`src/rtl/lc3_pkg.sv`:
```
// Shared register-file constants and types.
// The write-back arbiter takes its parameter defaults from here.
package lc3_pkg;
  localparam int NREG_C = 8;
  localparam int WORD_W = 16;
  localparam int DR_W   = 3;

  typedef logic [DR_W-1:0]   reg_idx_t;
  typedef logic [WORD_W-1:0] word_t;
endpackage

```
`src/rtl/rr_arbiter.sv`:
```
// Combinational round-robin picker.
// Scans from index ptr upward, wrapping modulo N, and returns a one-hot winner.
module rr_arbiter #(
  parameter int N  = 3,
  parameter int PW = (N > 1) ? $clog2(N) : 1
) (
  input  logic [N-1:0]  req,
  input  logic [PW-1:0] ptr,
  output logic [N-1:0]  win,
  output logic          found
);

  logic [PW-1:0] idx;

  always_comb begin
    win   = '0;
    found = 1'b0;
    idx   = '0;
    for (int i = 0; i < N; i++) begin
      idx = PW'((int'(ptr) + i) % N);
      if (!found && req[idx]) begin
        win[idx] = 1'b1;
        found    = 1'b1;
      end
    end
  end

endmodule

```
`src/rtl/regfile_wb_arbiter.sv`:
```
// Shares the register-file write port among NREQ write-back sources.
// It also keeps a pending-write scoreboard that decode uses for RAW stalls.
module regfile_wb_arbiter
  import lc3_pkg::*;
#(
  parameter int NREQ  = 3,
  parameter int WIDTH = WORD_W,
  parameter int NREG  = NREG_C
) (
  input  logic                          Clk,
  input  logic                          Reset_n,
  input  logic [NREQ-1:0]               req,
  input  logic [NREQ*$clog2(NREG)-1:0]  req_dr,
  input  logic [NREQ*WIDTH-1:0]         req_data,
  output logic [NREQ-1:0]               gnt,
  output logic                          wr_en,
  output logic [$clog2(NREG)-1:0]       wr_dr,
  output logic [WIDTH-1:0]              wr_data,
  input  logic                          rsv_valid,
  input  logic [$clog2(NREG)-1:0]       rsv_dr,
  input  logic                          flush,
  output logic [NREG-1:0]               pending,
  output logic                          rsv_err
);

  localparam int IDX_W = $clog2(NREG);
  localparam int PTR_W = (NREQ > 1) ? $clog2(NREQ) : 1;

  logic [NREQ-1:0]  eligible;
  logic [NREQ-1:0]  win;
  logic             found;
  logic [PTR_W-1:0] win_idx;

  logic [NREQ-1:0]  gnt_d, gnt_q;
  logic             wr_en_d, wr_en_q;
  logic [IDX_W-1:0] wr_dr_d, wr_dr_q;
  logic [WIDTH-1:0] wr_data_d, wr_data_q;
  logic [PTR_W-1:0] ptr_d, ptr_q;
  logic [NREG-1:0]  pending_d, pending_q;
  logic             rsv_err_d, rsv_err_q;

  // A requester sees its grant one cycle late, so mask it out while it is still dropping req.
  assign eligible = req & ~gnt_q;

  rr_arbiter #(.N(NREQ), .PW(PTR_W)) u_rr (
    .req   (eligible),
    .ptr   (ptr_q),
    .win   (win),
    .found (found)
  );

  always_comb begin
    win_idx   = '0;
    for (int k = 0; k < NREQ; k++) begin
      if (win[k]) win_idx = PTR_W'(k);
    end
    gnt_d     = win;
    wr_en_d   = found;
    wr_dr_d   = wr_dr_q;
    wr_data_d = wr_data_q;
    ptr_d     = ptr_q;
    if (found) begin
      wr_dr_d   = req_dr[int'(win_idx)*IDX_W +: IDX_W];
      wr_data_d = req_data[int'(win_idx)*WIDTH +: WIDTH];
      ptr_d     = (int'(win_idx) == NREQ - 1) ? '0 : win_idx + 1'b1;
    end
  end

  // A reservation landing on the register being written this cycle wins and is not an error.
  always_comb begin
    pending_d = pending_q;
    rsv_err_d = rsv_err_q;
    if (flush) begin
      pending_d = '0;
    end else begin
      if (wr_en_q) pending_d[wr_dr_q] = 1'b0;
      if (rsv_valid) begin
        pending_d[rsv_dr] = 1'b1;
        if (pending_q[rsv_dr] && !(wr_en_q && (wr_dr_q == rsv_dr))) rsv_err_d = 1'b1;
      end
    end
  end

  always_ff @(posedge Clk or negedge Reset_n) begin
    if (!Reset_n) begin
      gnt_q     <= '0;
      wr_en_q   <= 1'b0;
      wr_dr_q   <= '0;
      wr_data_q <= '0;
      ptr_q     <= '0;
      pending_q <= '0;
      rsv_err_q <= 1'b0;
    end else begin
      gnt_q     <= gnt_d;
      wr_en_q   <= wr_en_d;
      wr_dr_q   <= wr_dr_d;
      wr_data_q <= wr_data_d;
      ptr_q     <= ptr_d;
      pending_q <= pending_d;
      rsv_err_q <= rsv_err_d;
    end
  end

  assign gnt     = gnt_q;
  assign wr_en   = wr_en_q;
  assign wr_dr   = wr_dr_q;
  assign wr_data = wr_data_q;
  assign pending = pending_q;
  assign rsv_err = rsv_err_q;

endmodule
```
`config.mk`:
```
export PLATFORM = sky130hd
export DESIGN_NAME = regfile_wb_arbiter
export DESIGN_NICKNAME = d
export VERILOG_FILES = /design/src/rtl/lc3_pkg.sv /design/src/rtl/rr_arbiter.sv /design/src/rtl/regfile_wb_arbiter.sv
export SDC_FILE = /design/constraint.sdc
export NUM_CORES = 1
export LEC_CHECK = 0
export CORE_ASPECT_RATIO = 1.2
export CORE_MARGIN = 5
export CORE_UTILIZATION = 46
export CTS_BUF_LIST = sky130_fd_sc_hd__clkbuf_8
export CTS_CLUSTER_SIZE = 28
export DETAILED_ROUTE_END_ITERATION = 8
export PLACE_DENSITY = 0.89
export SYNTH_ARGS = -nofsm -noshare
export SYNTH_HDL_FRONTEND = slang
export SYNTH_SLANG_ARGS = --single-unit
```
`constraint.sdc`:
```
create_clock -name Clk -period 8.6 [get_ports Clk]
set_input_delay 1.72 -clock Clk [delete_from_list [all_inputs] [get_ports Clk]]
set_output_delay 1.72 -clock Clk [all_outputs]
set_load 0.03 [all_outputs]
```
==> results.toml <==
[run_status]
status = "complete, no violations"

[floorplanning]
initial_core_util_pct = 47.86
core_um2 = 4327
io_pins = 99
die_h_um = 83.50
die-area_um2 = 5949
die_w_um = 71.25
placementRows = 26

[drt]
drc = 0
drt-initial-drc-count = 138
wl_um = 6055
avgViaCountPerCell = 5.703
ant_nets = 0
wl_per_cell_um = 17.10
vias = 2019
drt_first_pass_iters = 4

[hold_path]
holdPathStages = 1
hold_class = "reg2reg"

[synthesis]
yosysWarnings = 0
syn-instance-count = 204
avgSynthCellArea_um2 = 10.15
synth-seq-cells = 34
synth_nets = 275
synth_area_leaders = "dfrtp_1 41%, mux2i_1 5.8%, mux2_4 5.8%"
syn-cell-area_um2 = 2071
synth.distinct_cells = 42
yosysTopAreaCell = "dfrtp_1"
seq_area_frac_synth_pct = 41.09
yosysTopAreaCellShare_pct = 41.09

[final_layout]
drive_above_1_share_pct = 6.711
fin_util_pct = 72.87
nets = 368
syn2layout_area_growth_pct = 52.27
insertedDiodeCount = 0

[global_route]
antenna_found_initial = 0
grt_max_degree = 35
grtUsageTotal_pct = 20.51
first_global_vias = 2165
grt_pass1_wl_um = 9901
grt_overflow = 0

[placement]
finalWeightedCongestion = 0.8828
portBuffers = 98
hpwlAfterDp_um = 4726

[clock_tree]
clk_pin_slew_worst_paths_ps = 70
clk_latency_ps = 280
htreeDepth = 2
cts_buffers = 5
post_cts_resized = 0
cts_tree = "done"
cts_sinks = 34
clk_path_buf_depth = 2
postCtsSetupRepairBufs = 0
root_buffer = "clkbuf_8"
postCtsHoldBufs = 0

[timing]
tns_ps = 0
hold_viol_final = 0
finalCriticalPeriod_ps = 4575
slew_viol_final = 0
slew_headroom_pct = 25.21
max_clock_freq_mhz = 218.6
setup_viol = 0
finClkSkew_ps = 8.611
rsz0062_at_grt = "false"
whs_ps = 483.5
tightest_slew_ps = 1122
post-route-period-util_pct = 53.20

[setup_path]
end_kind = "register"
path_max_fanout = 21
critPathKind = "in2reg"
cp.arrival_ps = 4740
r2r_cells = 8
worst_ep_required_time_ps = 8760
cp-start-kind = "input pin"

[power]
powerDensity_nw_per_um2 = 374.2
power.leakage_nw = 1.280
ir_worst_vdd_uv = 199.2

[flow_run]
drv_cap = 0
## cell usage in the layout (no fill, tap or decap), types with 4 or more instances in the layout
| cell | instances |
|---|---|
| a22oi_1 | 9 |
| nand2_1 | 8 |
| a21oi_1 | 10 |
| mux2i_1 | 12 |
| o21ai_1 | 9 |
| dfrtp_1 | 34 |
| nor2_1 | 5 |
| clkdlybuf4s50_1 | 97 |
| nand3_1 | 7 |
| o21ai_0 | 9 |
| nor2b_1 | 6 |
| a221o_1 | 10 |
| mux2_4 | 8 |
| inv_1 | 9 |
| nand2b_1 | 4 |
| clkbuf_8 | 6 |
| ha_1 | 4 |
| a21boi_0 | 10 |
## where the power goes
part           switching, W  total (W)  internal [W]
logic              0.000429   0.000779      0.000350
registers         0.0000531   0.000283      0.000230
clock network     0.0000551   0.000118     0.0000633
total              0.000537    0.00118      0.000643
## flip-flops by register name (all words and copies together), names as in the netlist
name	count
gnt	3
pending	8
rsv_err	1
wr_data	16
wr_dr	3
ptr_q	2
wr_en	1
## layer usage
metal / GRT usage (%) / share of wire, % / vias up
met5: 0 / 0 / -
met4: 7.179 / 1.9 / 0
met3: 4.940 / 6.5 / 10
met2: 37.04 / 53 / 82
met1: 22.91 / 38 / 964
li1: - / - / 963
## per-stage QoR
stage | cell area, um^2 | instances | total power, W | setup WS, ps
3_3_place_gp | 3062 | 346 | 0.001042 | 3873
6_report | 3153 | 354 | 0.001180 | 4025
5_1_grt | 3153 | 354 | 0.001258 | 3758
3_5_place_dp | 3062 | 346 | 0.001065 | 3711
4_1_cts | 3153 | 354 | 0.001185 | 3997
2_1_floorplan | 2071 | 204 | 0.0008197 | 4969
## synth_stat cells, drive strengths merged
library cell / count
nand2b: 4
o31ai: 2
nor2b: 6
a31o: 1
o21bai: 1
inv: 8
a311oi: 1
dfrtp: 34
or3: 1
nand2: 8
a21o: 3
a311o: 1
ha: 4
a221o: 10
a211oi: 1
mux2i: 12
nor4b: 2
a22oi: 9
xnor2: 3
o22ai: 2
clkbuf: 6
nor3: 3
a21boi: 10
and3: 1
nand3b: 1
o221ai: 1
nor2: 5
and4b: 1
nand3: 7
o2111a: 1
mux2: 10
nor4bb: 3
buf: 7
o21ai: 18
nor4: 1
nand4: 3
a21oi: 10
a31oi: 3
## worst max-delay path, cell delays in order
cell and delay, ps:
clkdlybuf4s50_1 480, nor4b_1 580, or3_4 270, and3_1 170
a311o_1 870, mux2_1 390, a221o_1 260
## path summary, 6_finish.rpt
kind,start,end,slack [ps]
max,req[0],wr_data[15],4030
min,rsv_err,rsv_err,480
max reg2reg,ptr_q[0],wr_data[15],4970
min reg2reg,rsv_err,rsv_err,480
max in group asynchronous,Reset_n,wr_dr[2],6620
min in group asynchronous,Reset_n,pending[4],1500
## kinds of logic (layout without fill, tap and decap cells)
group	count (synthesis)	in the layout	synth area share (%)
adder cells (fa/ha/maj)	4	4	2.417
flip-flops	34	34	41.09
XOR/XNOR	3	3	1.269
AND/OR/NAND/NOR	46	46	12.99
buffers and inverters	21	115	4.713
multiplexers	22	22	12.69
AO/OA/AOI/OAI	74	74	24.83
## area by class of cell
cell class              instances  area (um^2)
multi-input cells             149         1127
fillers                       332         1174
flip-flops and latches         34        850.8
well taps                      56        70.07
clock inverters                 2        8.758
clock buffers                   6        82.58
inverters                       8        30.03
repair buffers                 99        983.4
Note: power is estimated with default switching activity, not from simulation.
